## config.mk

```make
export PLATFORM = sky130hd
export DESIGN_NAME = qam16_rx_demapper
export DESIGN_NICKNAME = d
export VERILOG_FILES = /design/src/rtl/qam16_rx_demapper.sv
export SDC_FILE = /design/constraint.sdc
export NUM_CORES = 1
export LEC_CHECK = 0
export BUFFER_PORTS_ARGS = -buffer_cell sky130_fd_sc_hd__clkbuf_2
export CORE_MARGIN = 5
export CORE_UTILIZATION = 35
export DETAILED_ROUTE_END_ITERATION = 8
export RECOVER_POWER = 50
export SYNTH_ARGS = -nofsm -noshare
export SYNTH_HDL_FRONTEND = slang
export SYNTH_SLANG_ARGS = --single-unit
```

## constraint.sdc

```tcl
create_clock -name clk -period 4.4 [get_ports clk]
set_input_delay 0.44 -clock clk [delete_from_list [all_inputs] [get_ports clk]]
set_output_delay 0.44 -clock clk [all_outputs]
set_load 0.005 [all_outputs]
```

## src/rtl/qam16_rx_demapper.sv

```systemverilog
// qam16_rx_demapper: decimate matched-filter I/Q to one sample per symbol, slice, demap to a nibble, 2-entry FIFO out.
// Define QAM16_RX_GRAY_EN for Gray demap; the default build uses natural-binary demap.
module qam16_rx_demapper #(
  parameter int SPS = 4,
  parameter int SAMPLE_PHASE = 0,
  parameter logic signed [15:0] THRESH = 16'sd1024
) (
  input  logic               clk,
  input  logic               rst,
  input  logic signed [15:0] din_i,
  input  logic signed [15:0] din_q,
  input  logic               din_valid,
  input  logic               align,
  output logic [3:0]         sym,
  output logic               sym_valid,
  input  logic               sym_ready,
  output logic               overflow,
  output logic [15:0]        sym_count
);
  localparam int CW = $clog2(SPS);
  localparam logic [CW-1:0] PH = CW'(SAMPLE_PHASE);
  localparam logic [CW-1:0] LAST = CW'(SPS - 1);

  function automatic logic [1:0] slice(input logic signed [15:0] v);
`ifdef QAM16_RX_GRAY_EN
    return v >= THRESH ? 2'b10 : v >= 16'sd0 ? 2'b11 : v >= -THRESH ? 2'b01 : 2'b00;
`else
    return v >= THRESH ? 2'b11 : v >= 16'sd0 ? 2'b10 : v >= -THRESH ? 2'b01 : 2'b00;
`endif
  endfunction

  logic [CW-1:0] cnt_q, cnt_d, eff;
  logic          dv_q;
  logic [3:0]    dsym_q;
  logic [3:0]    mem_q [2];
  logic          wp_q, rp_q;
  logic [1:0]    fc_q;
  logic          overflow_q;
  logic [15:0]   sym_count_q;
  logic          dec, pop, push;

  // align overrides the running index for this cycle's sample
  always_comb begin
    eff = align ? '0 : cnt_q;
    dec = din_valid && eff == PH;
    cnt_d = !din_valid ? eff : eff == LAST ? '0 : eff + 1'b1;
    pop = fc_q != 2'd0 && sym_ready;
    push = dv_q && (fc_q != 2'd2 || pop);
  end

  assign sym = mem_q[rp_q];
  assign sym_valid = fc_q != 2'd0;
  assign overflow = overflow_q;
  assign sym_count = sym_count_q;

  always_ff @(posedge clk or negedge rst) begin
    if (!rst) begin
      cnt_q <= '0;
      dv_q <= 1'b0;
      dsym_q <= '0;
      mem_q <= '{default: '0};
      wp_q <= 1'b0;
      rp_q <= 1'b0;
      fc_q <= '0;
      overflow_q <= 1'b0;
      sym_count_q <= '0;
    end else begin
      cnt_q <= cnt_d;
      dv_q <= dec;
      dsym_q <= {slice(din_i), slice(din_q)};
      if (push) begin
        mem_q[wp_q] <= dsym_q;
        wp_q <= !wp_q;
        sym_count_q <= sym_count_q + 1'b1;
      end
      if (pop) rp_q <= !rp_q;
      fc_q <= fc_q + {1'b0, push} - {1'b0, pop};
      if (dv_q && !push) overflow_q <= 1'b1;
    end
  end
endmodule

```

# Yosys cells after proc, flatten, opt, wreduce, memory -nomap -nowiden
# Index checks and enable logic that the tools add are counted.
word_totals:
  input_bits: 37
  wordCells: 53
  regBits: 36
op_classes:
  addsub: 4
  magnitude_cmp: 9
  eq_ne: 2
  n_bitwise: 2
  mux: 15
  n_reduce_logical: 11
op_table:
  columns: ["op", "count"]
  rows:
  - ["greater-or-equal comparator 16 x 1 -> 1 bit (second input constant)", 2]
  - ["greater-or-equal comparator 16 x 11 -> 1 bit (second input constant)", 2]
  - ["greater-or-equal comparator 16 x 12 -> 1 bit (second input constant)", 2]
  - ["adder 16 x 1 -> 16 bit (second input constant)", 1]
  - ["2-to-1 mux 4 bit", 4]
  - ["2-to-1 mux 2 bit", 7]
  - ["bitwise mux 8 bit", 1]
  - ["logical AND 1 bit", 5]
  - ["demux 4 bit (select 1 bit)", 1]
  - ["greater-or-equal comparator 2 bit (second input constant)", 2]
  - ["inverter 1 -> 2 bit", 2]
  - ["zero test 1 bit", 3]
  - ["adder 2 x 1 -> 2 bit", 1]
  - ["adder 2 x 1 -> 2 bit (second input constant)", 1]
  - ["equality test 2 bit (second input constant)", 1]
  - ["zero test 2 bit", 1]
  - ["less-than comparator 2 x 1 -> 1 bit (second input constant)", 1]
  - ["2-to-1 mux 1 bit", 2]
  - ["!= test 2 bit (second input constant)", 1]
  - ["nonzero test 2 bit", 1]
  - ["subtractor 2 x 1 -> 2 bit", 1]
  - ["logical OR 1 bit", 1]

# Depth between registers and ports, before layout
# Gate-level depths: netlist of run 1.
depth:
  word_depth: 6
  mapped_depth: 6
  depth_no_buf: 5

# Worst setup path after synthesis of run 1
# Ideal clock, no wire load.
synth_path:
  path_kind: "reg2reg"
  startpoint: "register fc_q[0]"
  endpoint: "register mem_q[0] in the netlist's numbering"
  required_time_ns: 4.275
  stages_incl_launch_ff: 5
  slack_ns: 2.951
  period_less_slack_ns: 1.449
  setup_ns: 0.125
  t_arrival_ns: 1.324
  path_cell_list: "dfrtp_1 nor3b_4 nor2b_1 nand2_1 mux2_2"
synth_between:
  elab_chain_len: 4
  elab_cells_between_ends: 5
  classes_between: "eq/ne (1); reduce/logical (4)"
synth_lines:
  columns: ["item", "line_no", "text"]
  rows:
  - ["start, declared", "37", "logic [1:0] fc_q;"]
  - ["start signal, assigned", "77", "fc_q <= fc_q + {1'b0, push} - {1'b0, pop};"]
  - ["nonzero test 2 bit", "47", "pop = fc_q != 2'd0 && sym_ready;"]
  - ["logical AND 1 bit", "47", null]
  - ["logical OR 1 bit (*)", "48", "push = dv_q && (fc_q != 2'd2 || pop);"]
  - ["logical AND 1 bit (*)", "48", null]
  - ["end signal, assigned by index", "72", "mem_q[wp_q] <= dsym_q;"]
  - ["end, declared", "35", "logic [3:0] mem_q [2];"]
# Mark *: on every way between the ends. The rest lies on a longest branch, timed or not.
# A chain may end at the register's enable or synchronous reset.

# Final worst setup path of run 1
# Same ends and word-level chain as after synthesis.

==> out/results.txt, run 1 <==
outcome: finished with violations
failing checks: max-capacitance violations, max-slew violations
DR vias/cell: 4.97
port bufs: 38
antenna cell count: 0
Synth top area share: 0.562
initial antenna violation count: 0
Post-CTS Hold Buffers: 0
Post-Syn Area: 1600 µm²
Total GRT Usage: 0.106
# Max-Cap Violations: 1
CTS sink cnt: 36
Core ar.: 4380 µm²
R2R depth: 4
Initial DRC Count: 37
layout cells sized above 1: 0.316
slew margin rel.: -0.249
Post CTS Setup Buffer Count: 0
hpwl dp: 2.28 mm
post-synthesis cell count: 132
CTS max path bufs: 2
CTS Buf Count: 5
clock latency on the worst-skew pair: 280 ps
final hold violation count: 0
drt drc: 0
Worst VDD drop: 0.000227 V
Layout area overhead: 22.2%
Multi-input gate area: 672 µm²
area leader, netlist: dfrtp_1
post-route ant nets: 0
pwr dens: 595 nW/µm²
clk_skew: 4.70 ps
Worst Path Max Fanout: 8
vias in the first global route: 1165
register area: 901 µm²
final setup violation count: 0
gr ovfl total: 0
Post-Layout Inst Area: 1960 µm²
hold depth: 2
Fillers: 416
min Tclk post-route: 2060 ps
Final Slew Violations: 37
row cnt: 24
final WL: 3.01 mm
Min-Delay Path Class: in2reg
drt pass-1 iters: 4
RSZ-0062 raised after global routing: false
fin util: 0.447
Yosys Warn Count: 0
die area: 6030 µm²
Data arrival, critical path: 2230 ps
crit path launch type: flip-flop
CTS root buffer: clkbuf_8
crit path capture type: flip-flop
WL/cell: 13.2 µm
nets@finish: 216
largest net degree at the start of global routing: 37
setup TNS: 0 ps
DP Area: 1850 µm²
synthesized area per cell: 12.1 µm²
H-tree depth: 2
Least-Margin Pin Slew: 1870 ps
WP data required: 4570 ps
die width: 77.7 µm
Final Cycle Share: 0.468
clk slew on worst S/H paths: 70 ps
Initial Util: 0.366
crit path kind: reg2reg
count of different cell masters after synthesis: 29
post_cts resized: 0
first-pass GRT wire length: 5.13 mm
Synth area leaders: dfrtp_1, xnor2_1, mux2_2, mux2_4, nand2_1
routability congestion estimate: 0.798
maximum clock rate: 486 MHz
static leakage: 0.907 nW
Net Count, Synth: 172
die height: 77.7 µm
TritonCTS clock tree: built
Pwr Total: 0.00117 W
post-synthesis register bit count: 36
post-synthesis sequential area ratio: 0.562
via count: 1137
number of I/O pins: 59
path summary, 6_finish.rpt:
check	slack [ps]	start	to
worst max-delay path	2340	fc_q[0]	mem_q[0]
max in group asynchronous	2660	rst	mem_q[3]
min in group asynchronous	670	rst	rp_q
worst min register to register	450	overflow	overflow
worst min-delay path	350	din_i[15]	dsym_q[3]
worst max register to register	2340	fc_q[0]	mem_q[0]
cells by family after synthesis:
group                    count (synthesis)  share of synthesized area
flip-flops                              36                      0.562
AND/OR/NAND/NOR                         48                      0.165
buffers and inverters                    4                     0.0117
multiplexers                            12                     0.0937
AO/OA/AOI/OAI                            9                     0.0344
XOR/XNOR                                20                      0.109
adder cells (fa/ha/maj)                  3                     0.0234
state kept, by name, summed over array words and instances, names as in the netlist:
name	cells
dv_q	1
rp_q	1
mem_q	8
cnt_q	2
fc_q	2
sym_count	16
wp_q	1
dsym_q	4
overflow	1
cell type report:
| type | instances | share of cell area |
|---|---|---|
| clock buffers | 7 | 0.0492 |
| clock inverters | 1 | 0.0153 |
| inverters | 3 | 0.00575 |
| multi-input cells | 92 | 0.343 |
| flip-flops and latches | 36 | 0.460 |
| well taps | 52 | 0.0332 |
| repair buffers | 38 | 0.0939 |
stage by stage:
| step | hold slack, ps | worst slack [ps] | std cells |
|---|---|---|---|
| 2_1_floorplan | 144 | 2950 | 132 |
| 3_3_place_gp | 445 | 2650 | 221 |
| 3_5_place_dp | 444 | 2640 | 221 |
| 4_1_cts | 289 | 2680 | 229 |
| 5_1_grt | 352 | 2190 | 229 |
| 6_report | 347 | 2340 | 229 |
worst max-delay path, stage by stage, from the launching register on:
cell,delay [ps]
dfrtp_1,440
nor3b_1,750
nor2b_1,170
nand2_1,230
mux2_2,360
layer usage:
layer / share of wire / track usage / up-vias
met5: 0 / 0 / -
met4: 0.0053 / 0.0344 / 0
met3: 0.097 / 0.0544 / 4
met2: 0.46 / 0.164 / 40
met1: 0.44 / 0.128 / 551
li1: - / - / 542
power breakdown:
part | total (W) | switching (W) | internal [W]
logic | 0.000321 | 0.000131 | 0.000191
registers | 0.000532 | 0.000101 | 0.000431
clock network | 0.000313 | 0.000113 | 0.000200
total | 0.00117 | 0.000345 | 0.000821
cell usage in the layout, fill, tap and decap left out, types with 2 or more instances in the layout:
cell type / count
a21oi_1: 4
and3_1: 2
clkbuf_1: 5
clkbuf_2: 33
clkbuf_8: 7
dfrtp_1: 36
ha_1: 3
inv_1: 3
mux2_2: 8
mux2_4: 4
nand2_1: 15
nand2b_1: 2
nand3_1: 6
nand4_1: 5
nor2_1: 4
nor3_1: 4
o21ai_0: 2
or4_1: 2
xnor2_1: 14
xor2_1: 6
cell usage after synthesis, drive strengths merged:
| master | n |
|---|---|
| a21o | 1 |
| a21oi | 4 |
| a311oi | 1 |
| and2 | 1 |
| and3 | 2 |
| and4 | 1 |
| buf | 1 |
| dfrtp | 36 |
| ha | 3 |
| inv | 3 |
| mux2 | 12 |
| nand2 | 15 |
| nand2b | 3 |
| nand3 | 6 |
| nand4 | 5 |
| nor2 | 5 |
| nor2b | 1 |
| nor3 | 4 |
| nor3b | 1 |
| nor4 | 1 |
| o21ai | 2 |
| o31a | 1 |
| or2 | 1 |
| or4 | 2 |
| xnor2 | 14 |
| xor2 | 6 |
No activity file was read; power rests on OpenSTA's default activity.
==> run 2: changes to the inputs <==
==> constraint.sdc (replaced) <==
create_clock -name clk -period 2 [get_ports clk]
set_input_delay 0.2 -clock clk [delete_from_list [all_inputs] [get_ports clk]]
set_output_delay 0.2 -clock clk [all_outputs]
set_load 0.005 [all_outputs]
==> run 2 against run 1 <==
Compared with the run above:
- the run now ends clean
- combinational power up 130%
- sequential cell count did not move
- utilization down 0.71 points
- critical path depth stayed put
- clock power increased by 49%
- via count increased by 1.4%
- clock skew is 1.1 ps lower
- die area stayed put
- worst hold slack lost 320 ps
- fmax rose by 26%
- non-clock buffer count is 1 higher
- critical endpoint is now mem_q[3]
==> out/results.txt, run 2 (synthesized netlist as in run 1, its figures left out) <==
Pwr Total: 0.00236 W
CTS Buf Count: 5
hpwl dp: 2.30 mm
maximum clock rate: 612 MHz
Max Used Layer: met4
min Tclk post-route: 1630 ps
row cnt: 24
Total GRT Usage: 0.105
TritonCTS clock tree: built
wl on met1: 1.27 mm
crit path launch type: flip-flop
die area: 6030 µm²
DR vias/cell: 5.03
via count: 1153
final hold violation count: 0
Met3 Wirelength: 313 µm
crit path capture type: flip-flop
most frequent cells in the layout: dfrtp_1, clkbuf_2, nand2_1, xnor2_1, mux2_2
clock latency on the worst-skew pair: 280 ps
DP Worst Slack: 365 ps
outcome: finished clean
final setup violation count: 0
Worst VDD drop: 0.000502 V
RSZ-0062 raised after global routing: false
Post-CTS Hold Buffers: 0
Int Power: 0.00162 W
number of I/O pins: 59
static leakage: 0.891 nW
Layout area overhead: 20.3%
Core ar.: 4380 µm²
Final WS setup: 366 ps
Final Cycle Share: 0.817
flop2flop setup slack: 370 ps
WL/cell: 13.2 µm
routed wl met2: 1.36 mm
largest net degree at the start of global routing: 37
Sw Share: 0.316
Post CTS Setup Buffer Count: 0
initial antenna violation count: 0
clk slew on worst S/H paths: 60 ps
Data arrival, critical path: 1800 ps
gr ovfl total: 0
Final Slew Violations: 0
P_sw: 0.000746 W
WP data required: 2160 ps
vias in the first global route: 1198
Initial Util: 0.366
post-route ant nets: 0
die width: 77.7 µm
Least-Margin Pin Slew: 886 ps
drt drc: 0
post_cts resized: 0
R2R depth: 4
combinational power share: 0.306
pwr dens: 1220 nW/µm²
Worst Path Max Fanout: 8
layout cells sized above 1: 0.311
clk_skew: 3.64 ps
port bufs: 38
nets@finish: 217
H-tree depth: 2
die height: 77.7 µm
routability congestion estimate: 0.793
setup TNS: 0 ps
# Max-Cap Violations: 0
antenna cell count: 0
R2R Path Start: fc_q[0]
commonest non-fill, non-tap cell in the layout: dfrtp_1
R2R Path End: mem_q[3]
first-pass GRT wire length: 5.08 mm
CTS max path bufs: 2
number of flip-flops under the largest register name: 16
Fillers: 419
CTS sink cnt: 36
drt pass-1 iters: 4
Seq pwr share: 0.497
CTS root buffer: clkbuf_8
Initial DRC Count: 41
slew margin rel.: 0.409
Clock power frac: 0.197
WHS: 24.0 ps
Min-Delay Path Class: in2async
final WL: 3.02 mm
crit path kind: reg2reg
run 2: cell types whose count changed in the layout (fill, tap and decap cells not counted), sizes merged:
cell	change
buf	+1
clkinv	+1
clkbuf	-1
bufinv	-1
run 2: through the flow:
stage / utilization / area (µm²) / std cells
after floorplan: - / 1600 / 132
after global placement: 0.424 / 1860 / 222
after detailed placement: 0.424 / 1860 / 222
after CTS: 0.441 / 1940 / 229
after global routing: 0.440 / 1930 / 229
final: 0.440 / 1930 / 229
run 2: how the worst max path moves through the flow:
stage | startpoint | endpoint | slack, ps
3_5_place_dp | fc_q[0] | mem_q[3] | 360
6_report | fc_q[0] | mem_q[3] | 370
3_3_place_gp | fc_q[0] | mem_q[2] | 380
4_1_cts | fc_q[0] | mem_q[3] | 350
2_1_floorplan | fc_q[0] | mem_q[0] | 550
5_1_grt | fc_q[0] | mem_q[2] | 270
run 2: per-layer routing:
layer,up-vias,global-route usage
met2,49,0.162
met4,0,0.0636
met1,544,0.119
met5,-,0
met3,9,0.0486
li1,551,-
run 2: cell type report:
type                    instances  area (µm²)  area share
inverters                       3        11.3     0.00584
clock buffers                   6        72.6      0.0376
well taps                      52        65.1      0.0337
repair buffers                 39         190      0.0986
flip-flops and latches         36         901       0.467
multi-input cells              92         683       0.354
clock inverters                 1        5.00     0.00260
run 2: power groups by stage:
stage | Combinational, W | Clock, W | Sequential, W
after CTS | 0.000749 | 0.000494 | 0.00118
after global routing | 0.000815 | 0.000517 | 0.00121
final | 0.000724 | 0.000465 | 0.00117
after floorplan | 0.000482 | 0 | 0.00114
after detailed placement | 0.000746 | 0 | 0.00119
after global placement | 0.000715 | 0 | 0.00117
run 2: critical path: stages, from the launching register on:
cell	delay [ps]
dfrtp_1	460
nor3b_4	380
nor2b_1	130
nand2_1	200
mux2_2	360
